## src/rtl/keypad_pkg.sv

```systemverilog
// Shared types and the key map for the 4x4 matrix keypad scanner.
package keypad_pkg;

  typedef enum logic [1:0] {IDLE, PRESS_CHK, HELD, REL_CHK} state_t;

  typedef enum logic [1:0] {NONE, SINGLE, MULTI} frame_t;

  localparam logic [3:0] KEY_STAR = 4'hE;
  localparam logic [3:0] KEY_HASH = 4'hF;

  // Index is 4*row + col with row 0 on top of the keypad.
  function automatic logic [3:0] key_map(input logic [3:0] idx);
    logic [3:0] code;
    case (idx)
      4'd0:    code = 4'h1;
      4'd1:    code = 4'h2;
      4'd2:    code = 4'h3;
      4'd3:    code = 4'hA;
      4'd4:    code = 4'h4;
      4'd5:    code = 4'h5;
      4'd6:    code = 4'h6;
      4'd7:    code = 4'hB;
      4'd8:    code = 4'h7;
      4'd9:    code = 4'h8;
      4'd10:   code = 4'h9;
      4'd11:   code = 4'hC;
      4'd12:   code = KEY_STAR;
      4'd13:   code = 4'h0;
      4'd14:   code = KEY_HASH;
      default: code = 4'hD;
    endcase
    return code;
  endfunction

endpackage

```

## src/rtl/keypad_debounce.sv

```systemverilog
// Frame-level debounce state machine: turns a stream of per-frame results into accept pulses.
module keypad_debounce
  import keypad_pkg::*;
#(
  parameter int DEBOUNCE = 4
) (
  input  logic       clk,
  input  logic       rst,
  input  logic       frame_strobe,
  input  frame_t     frame_res,
  input  logic [3:0] frame_code,
  output logic       accept,
  output logic [3:0] accept_code
);

  localparam logic [3:0] DB_LIM = 4'(DEBOUNCE);

  state_t     state, state_nx;
  logic [3:0] cnt, cnt_nx;
  logic [3:0] cand, cand_nx;
  logic [3:0] cnt_inc;

  assign cnt_inc     = cnt + 4'd1;
  assign accept_code = frame_code;

  always_comb begin
    state_nx = state;
    cnt_nx   = cnt;
    cand_nx  = cand;
    accept   = 1'b0;
    if (frame_strobe) begin
      case (state)
        IDLE: begin
          if (frame_res == SINGLE) begin
            cand_nx = frame_code;
            cnt_nx  = 4'd1;
            if (DB_LIM <= 4'd1) begin
              accept   = 1'b1;
              state_nx = HELD;
            end else begin
              state_nx = PRESS_CHK;
            end
          end
        end
        PRESS_CHK: begin
          if (frame_res == SINGLE) begin
            if (frame_code == cand) begin
              cnt_nx = cnt_inc;
              if (cnt_inc >= DB_LIM) begin
                accept   = 1'b1;
                state_nx = HELD;
              end
            end else begin
              cand_nx = frame_code;
              cnt_nx  = 4'd1;
            end
          end else begin
            state_nx = IDLE;
          end
        end
        HELD: begin
          // Holding a key never repeats; only a clean release frame moves on.
          if (frame_res == NONE) begin
            cnt_nx   = 4'd1;
            state_nx = (DB_LIM <= 4'd1) ? IDLE : REL_CHK;
          end
        end
        REL_CHK: begin
          if (frame_res == NONE) begin
            cnt_nx = cnt_inc;
            if (cnt_inc >= DB_LIM) state_nx = IDLE;
          end else begin
            state_nx = HELD;
          end
        end
        default: state_nx = IDLE;
      endcase
    end
  end

  always_ff @(posedge clk) begin
    if (rst) begin
      state <= IDLE;
      cnt   <= 4'd0;
      cand  <= 4'd0;
    end else begin
      state <= state_nx;
      cnt   <= cnt_nx;
      cand  <= cand_nx;
    end
  end

endmodule

```

## src/rtl/keypad_scanner.sv

```systemverilog
// 4x4 keypad scanner: row strobing, column sampling, frame classification and BCD entry register.
module keypad_scanner
  import keypad_pkg::*;
#(
  parameter int SCAN_BITS = 16,
  parameter int DEBOUNCE  = 4
) (
  input  logic        clk,
  input  logic        rst,
  input  logic [3:0]  col_n,
  output logic [3:0]  row_n,
  output logic        key_valid,
  output logic [3:0]  key_code,
  output logic [15:0] value
);

  logic [3:0]           sync1, sync2;
  logic [SCAN_BITS-1:0] dwell;
  logic [1:0]           row_idx;
  logic [11:0]          frame_bits;
  logic                 dwell_last;
  logic                 frame_strobe;
  logic [15:0]          matrix;
  logic [4:0]           n_keys;
  logic [3:0]           hit_idx;
  frame_t               frame_res;
  logic [3:0]           frame_code;
  logic                 accept;
  logic [3:0]           accept_code;

  assign dwell_last   = &dwell;
  assign frame_strobe = dwell_last && (row_idx == 2'd3);

  always_comb begin
    row_n = 4'b1111;
    row_n[row_idx] = 1'b0;
  end

  // Row 3 is classified straight from the synchroniser on the edge that would latch it.
  always_ff @(posedge clk) begin
    if (rst) begin
      sync1      <= 4'hF;
      sync2      <= 4'hF;
      dwell      <= '0;
      row_idx    <= 2'd0;
      frame_bits <= 12'd0;
    end else begin
      sync1 <= col_n;
      sync2 <= sync1;
      dwell <= dwell + 1'b1;
      if (dwell_last) begin
        row_idx <= row_idx + 2'd1;
        case (row_idx)
          2'd0:    frame_bits[3:0]  <= ~sync2;
          2'd1:    frame_bits[7:4]  <= ~sync2;
          2'd2:    frame_bits[11:8] <= ~sync2;
          default: ;
        endcase
      end
    end
  end

  assign matrix = {~sync2, frame_bits};

  always_comb begin
    n_keys  = 5'd0;
    hit_idx = 4'd0;
    for (int i = 0; i < 16; i++) begin
      if (matrix[i]) begin
        n_keys  = n_keys + 5'd1;
        hit_idx = 4'(i);
      end
    end
    if (n_keys == 5'd0)      frame_res = NONE;
    else if (n_keys == 5'd1) frame_res = SINGLE;
    else                     frame_res = MULTI;
    frame_code = key_map(hit_idx);
  end

  keypad_debounce #(
    .DEBOUNCE (DEBOUNCE)
  ) u_debounce (
    .clk          (clk),
    .rst          (rst),
    .frame_strobe (frame_strobe),
    .frame_res    (frame_res),
    .frame_code   (frame_code),
    .accept       (accept),
    .accept_code  (accept_code)
  );

  always_ff @(posedge clk) begin
    if (rst) begin
      key_valid <= 1'b0;
      key_code  <= 4'd0;
      value     <= 16'd0;
    end else begin
      key_valid <= accept;
      if (accept) begin
        key_code <= accept_code;
        if (accept_code <= 4'd9)          value <= {value[11:0], accept_code};
        else if (accept_code == KEY_STAR) value <= 16'd0;
        else if (accept_code == KEY_HASH) value <= {4'h0, value[15:4]};
      end
    end
  end

endmodule

```

## config.mk

```make
export PLATFORM = sky130hd
export DESIGN_NAME = keypad_scanner
export DESIGN_NICKNAME = d
export VERILOG_FILES = /design/src/rtl/keypad_pkg.sv /design/src/rtl/keypad_debounce.sv /design/src/rtl/keypad_scanner.sv
export SDC_FILE = /design/constraint.sdc
export NUM_CORES = 1
export LEC_CHECK = 0
export ABC_AREA = 1
export BUFFER_PORTS_ARGS = -buffer_cell sky130_fd_sc_hd__clkbuf_2
export CAP_MARGIN = 25
export CORE_MARGIN = 5
export CORE_UTILIZATION = 40
export DETAILED_ROUTE_END_ITERATION = 16
export GPL_TIMING_DRIVEN = 0
export PLACE_DENSITY = 0.66
export SETUP_SLACK_MARGIN = 0.05
export SYNTH_ARGS = -nofsm -noshare
export SYNTH_HDL_FRONTEND = slang
export SYNTH_HIERARCHICAL = 1
export SYNTH_SLANG_ARGS = --single-unit
```

## constraint.sdc

```tcl
create_clock -name clk -period 10.93 [get_ports clk]
set_input_delay 1.093 -clock clk [delete_from_list [all_inputs] [get_ports clk]]
set_output_delay 1.093 -clock clk [all_outputs]
set_load 0.01 [all_outputs]
```

; ---- After elaboration in Yosys (flattened, before gate mapping)
; Memories as Yosys holds them, arrays and structs flattened.
; Index checks and enable logic that the tools add are counted.
[totals]
inputBits = 6
rom_bits = 64
n_memories = 1
regBits = 69
[classes]
mux = 61
n_bitwise = 2
n_lt_le_gt_ge = 4
n_reduce_logical = 16
eq_ne = 19
add_sub_neg = 18
[memory_table]
columns = name, words, width, rd, rd_ports_with_merged_regs, wr, line
row1 = (name not given), 16, 4, 1, 0, 0, keypad_pkg.sv:14  ; case (idx)
[ops]
columns = operator, n
row1 = 4-bit 2-to-1 mux, 22
row2 = 5-bit by 1-bit adder with 5-bit output (second input constant), 15
row3 = 5-bit 2-to-1 mux, 15
row4 = 17-bit AND reduction, 3
row5 = 16-bit 2-to-1 mux, 3
row6 = 2-bit 2-to-1 mux, 9
row7 = 16-bit by 1-bit adder with 16-bit output (second input constant), 1
row8 = 4-bit case mux with 4 select lines, 1
row9 = 16-bit AND reduction, 1
row10 = 5-bit AND reduction, 2
row11 = 3-bit != test (second input constant), 3
row12 = 2-bit == test (second input constant), 4
row13 = 4-bit == test (second input constant), 2
row14 = 1-bit 2-to-1 mux, 8
row15 = 2-bit by 1-bit != test with 1-bit output (second input constant), 4
row16 = 4-bit inverter, 2
row17 = 2-bit case mux with 4 select lines, 1
row18 = 4-bit case mux with 2 select lines, 1
row19 = 2-bit by 1-bit == test with 1-bit output (second input constant), 3
row20 = 2-bit logical NOT, 3
row21 = 6-bit AND reduction, 1
row22 = 5-bit by 1-bit == test with 1-bit output (second input constant), 1
row23 = 5-bit logical NOT, 1
row24 = 4-bit by 1-bit adder with 4-bit output (second input constant), 1
row25 = 12 further kinds, 13

; ---- Depth between registers and ports, before layout
[depth]
word_depth = 39
depth_mapped = 66
depth_no_buf = 65

; ---- By module
; The synthesis kept the hierarchy.
[by_module_without_submodules]
columns = module, seq_area_each_um2, instances, area_per_inst_um2, cells_each
row1 = keypad_scanner, 1181.1, 1, 4300.4, 665
row2 = keypad_debounce, 200.2, 1, 733.2, 119

; ---- Least setup slack after synthesis
; OpenSTA, ideal clock, no wires.
[synth_path]
path_kind = flip-flop to flip-flop
start = register frame_bits[0]
end = register value[4]
t_arrival_ns = 9.408
setup_ns = 0.070
period_less_slack_ns = 9.478
path_slack_ns = 1.452
stages_incl_launch_ff = 66
n_path_buf = 2
cell_sequence = dfxtp_1 > inv_1 > ha_1 > inv_1 > nand2_2 > nand2_1 > inv_1 > ha_1 > nand2_1 > nand2_1 > ha_1 > or2_1 > nand2_1 > inv_1 > ha_1 > nand2_1 > nand2_1 > ha_1 > (+30 left out) > ha_1 > inv_1 > o21ai_1 > a21oi_1 > nand3_1 > a21oi_2 > inv_2 > nor2_2 > nand2_1 > nor3_1 > clkbuf_1 > inv_1 > a21oi_1 > a31oi_1 > inv_1 > clkbuf_1 > o21ai_0 > a21oi_1
[synth_via]
elab_chain_len = 39
[synth_rtl]
columns = item, line
row1 = from (decl), keypad_scanner.sv:20  ; logic [11:0] frame_bits;
row2 = from (signal assigned), keypad_scanner.sv:54  ; 2'd0: frame_bits[3:0] <= ~sync2;
row3 = 1-bit 2-to-1 mux (*), keypad_scanner.sv:69  ; if (matrix[i]) begin
row4 = 5-bit by 1-bit adder with 5-bit output, keypad_scanner.sv:70  ; n_keys = n_keys + 5'd1;
row5 = 5-bit 2-to-1 mux (*), keypad_scanner.sv:69
row6 = 5-bit by 1-bit adder with 5-bit output, keypad_scanner.sv:70
row7 = 5-bit 2-to-1 mux (*), keypad_scanner.sv:69
row8 = 5-bit by 1-bit adder with 5-bit output, keypad_scanner.sv:70
row9 = 5-bit 2-to-1 mux (*), keypad_scanner.sv:69
row10 = 5-bit by 1-bit adder with 5-bit output, keypad_scanner.sv:70
row11 = (+25 left out), --
row12 = 2-bit 2-to-1 mux (*), keypad_scanner.sv:74  ; if (n_keys == 5'd0) frame_res = NONE;
row13 = net frame_res[0], keypad_scanner.sv:26  ; frame_t frame_res;
row14 = 2-bit by 1-bit == test with 1-bit output (*), keypad_debounce.sv:46  ; if (frame_res == SINGLE) begin
row15 = 1-bit 2-to-1 mux (*), keypad_debounce.sv:46
row16 = 1-bit 2-to-1 mux (*), keypad_debounce.sv:32  ; case (state)
row17 = 1-bit 2-to-1 mux (*), keypad_debounce.sv:31  ; if (frame_strobe) begin
row18 = net accept, keypad_scanner.sv:28  ; logic accept;
row19 = 2-bit AND reduction (no line) (*), --
row20 = to (signal assigned), keypad_scanner.sv:101  ; if (accept_code <= 4'd9) value <= {value[11:0], accept_code};
row21 = to (signal assigned), keypad_scanner.sv:103  ; else if (accept_code == KEY_HASH) value <= {4'h0, value[15:4]};
row22 = to (decl), keypad_scanner.sv:14  ; output logic [15:0] value
; Mark *: on every way through the listed nets, which the timed path passes. The rest lies on a longest branch.
; A chain may end at the register's enable or synchronous reset.

; ---- Worst setup path in the final report
[layout_path]
start = register frame_bits[0]
end = register value[5]
; The elaborated chain is that of the path after synthesis.

==> metrics.md <==
| Metric | Value |
|---|---|
| Filler cells | between 1000 and 1500 |
| Die Height | 122 um |
| R2R depth | 65 |
| Global-route wire length before repair | 18600 um |
| Synth Net Count | between 800 and 900 |
| Max VDD drop | around 0.00012 V |
| Synth unique cells | 41 |
| Critical Path RT | 11.19 ns |
| Critical path class | reg2reg |
| Syn-to-layout area delta | 14.1% |
| Most common cell on crit path | nand2_1 |
| Vias in the first global route | between 4000 and 5000 |
| Initial DRC Count | roughly 160 |
| IO Count | 31 |
| Largest net degree at the start of global routing | 13 |
| Slew Viols, Final | 0 |
| ANT cells | 0 |
| Worst path slowest cell | dfxtp_1 |
| Fin crit share | 0.904 |
| Core footprint | 12500 sq um |
| CTS root buffer | clkbuf_16 |
| Count leader, synth | nand2_1 |
| Met2 Track Usage GR | 0.256 |
| RSZ-0062 raised after global routing | no |
| Die area | 14900 sq um |
| Final antenna-violating net count | 0 |
| CP max stage delay | 0.35 ns |
| Post-Synth Simple-Gate Area | 0.387 |
| Avg Vias per Cell | roughly 4.6 |
| CP Capture Type | flop |
| Yosys top cell by area | dfxtp_1 |
| Die width | roughly 120 um |
| Max clock buf depth | 2 |
| Clock sink count | slightly below 70 |
| CTS tree | yes |
| Drt total wl | 10200 um |
| P per Cell Area | ~100 nW/um^2 |
| Pre-CTS WS | 0.171 ns |
| Setup slack after layout | between 1 and 1.5 ns |
| GRT overflow | 0 |
| Async S/R FF share, synth | 0 |
| Setup TNS | 0 ns |
| Busiest grt layer | met2 |
| Gate Count Post-Synth | between 700 and 800 |
| Tot GR Track Use | 0.148 |
| H-tree depth | 3 |
| Main synth FF type | dfxtp_1 |
| Hold crit path type | reg2reg |
| Clk_lat worst skew | around 0.33 ns |
| Initial antenna violation count | 0 |
| Routability cong. | between 0.8 and 0.9 |
| Share of the synthesized area in the top cell type | 0.274 |
| Slew @ Worst Pin | 0.525 ns |
| WL/cell | 10.1 um |
| Fraction of layout cells with a size suffix above 1 | 0.203 |
| Top post-synthesis cells by area | dfxtp_1, nand2_1, inv_1, ha_1, a21oi_1 |
| Row count | 41 |
| Hold path depth | 1 |
| Worst-path clk slew | ~0.060 ns |
| Vias | 4666 |
| Mapped Area | between 5000 and 6000 sq um |
| Post-synthesis mux area share | 0 |
| Pleak | approximately 3 nW |
| Avg Cell Area, Syn | approximately 6.4 sq um |
| Run status | complete, no violations |
| Post-synth EDFFs | 0 |
| Final critical-path required period | 9.88 ns |
| Max-Cap Viols | 0 |
| Post-Synth Adder-Cell Area | 0.0621 |
| HPWL after DPL | roughly 7900 um |
| Clk_skew | 0.00601 ns |
| First drt pass iteration count | 5 |
| Met1 Track Usage GR | 0.184 |
| M3 GR Usage | 0.0214 |
| Worst setup SP type | flop |
| Synth Register Bits | 69 |
| Initial Util | 0.404 |
| Final Hold Violating Endpoints | 0 |
| YS warnings | 6 |
| Largest family of logic cells by synthesized area | simple AND/OR/NAND/NOR gates |
| IO Port Bufs | 30 |
| Setup Viol. Count Final | 0 |
| Maximum clock rate | roughly 0.10 GHz |
| Seq/Total Area, Yosys | 0.274 |
| Max FO, Critical Path | 10 |
| TritonCTS buffer count | 9 |
| Post-synthesis compound-gate area fraction | 0.146 |
| Hold-fix buffers, CTS | 0 |
| Arr. time, crit path | 10.14 ns |
| Drt drc | 0 |
| Post-Synth XOR/XNOR Area | 0.00348 |
| Synth top cells by count | nand2_1, inv_1, dfxtp_1 |
| Max_slew headroom | 0.647 |
| Layout Nets | 858 |
==> area by class of cell <==
class | count | area [sq um] | share of cell area
buffer | 22 | 111 | 0.0194
clock buffer | 11 | 243 | 0.0423
clock inverter | 5 | 60.1 | 0.0105
inverter | 143 | 537 | 0.0935
multi-input combinational | 550 | 3030 | 0.528
sequential | 69 | 1380 | 0.241
tap | 172 | 215 | 0.0375
timing repair buffer | 32 | 165 | 0.0288
==> sequential cells by signal, summed over array words and instances (netlist names) <==
register and cells:
dwell 16, value 16, frame_bits 12, key_code 4, sync1 4, sync2 4
u_debounce/cand 4, u_debounce/cnt 4, row_idx 2, u_debounce/state 2, key_valid 1
==> worst max-delay path, delay by kind of cell (launching register included) <==
kind | cells | cell delay [ns]
AOI/OAI and AO/OA | 8 | 0.90
DFF | 1 | 0.35
adders and majority gates | 14 | 3.78
and+or+nand+nor | 29 | 3.57
buffers and inverters | 14 | 1.20
==> report_power, final <==
part	internal, mW	leakage [nW]	switching (mW)
registers	0.254	0.558	0.000755
logic	0.0186	2.27	0.0364
clock network	0.183	0.146	0.106
total	0.455	2.97	0.143
==> logic make-up after synthesis <==
logic type,count (synthesis)
AND/OR/NAND/NOR,391
buffers and inverters,165
AO/OA/AOI/OAI,132
flip-flops,69
adder cells (fa/ha/maj),25
XOR/XNOR,2
==> path summary, 6_finish.rpt <==
check,end,slack [ns],from
max,value[5]$_SDFFE_PP0P_,1.05,frame_bits[0]$_SDFFE_PP0P_
min,sync2[3]$_SDFF_PP1_,0.40,sync1[3]$_SDFF_PP1_
max reg2reg,value[5]$_SDFFE_PP0P_,1.05,frame_bits[0]$_SDFFE_PP0P_
min reg2reg,sync2[3]$_SDFF_PP1_,0.40,sync1[3]$_SDFF_PP1_
==> stage by stage <==
stage / instance area, sq um / utilization / cells / total power, mW / hold slack [ns]
2_1_floorplan: 5030 / - / 784 / 0.303 / 0.389
3_3_place_gp: 5400 / 0.433 / 986 / 0.314 / 0.394
4_1_cts: 5700 / 0.457 / 1002 / 0.602 / 0.403
5_1_grt: 5740 / 0.461 / 1004 / 0.625 / 0.413
3_5_place_dp: 5400 / 0.433 / 986 / 0.314 / 0.393
6_report: 5740 / 0.461 / 1004 / 0.598 / 0.403
==> what timing repair did <==
| item | 4_1_cts | 5_1_grt |
|---|---|---|
| resized for setup | 0 | 15 |
| buffers inserted | 0 | 2 |
| setup endpoints to repair | 0 | 16 |
==> cells in the final DEF (no fill, tap or decap), drive strengths merged, types with 3 or more instances in the layout <==
cell	instances
nor4	4
nor2	65
dfxtp	69
inv	143
nand3	67
a21oi	62
a22oi	15
nor3	10
nand4	5
ha	25
clkinv	3
buf	11
clkbuf	54
nand3b	8
o21ai	45
or2	15
nand2	217
==> layer usage <==
| layer | vias up | share of wire |
|---|---|---|
| li1 | 2587 | - |
| met1 | 2017 | 0.51 |
| met2 | 52 | 0.45 |
| met3 | 10 | 0.027 |
| met4 | 0 | 0.017 |
| met5 | - | 0 |
No activity file was read; power rests on OpenSTA's default activity.
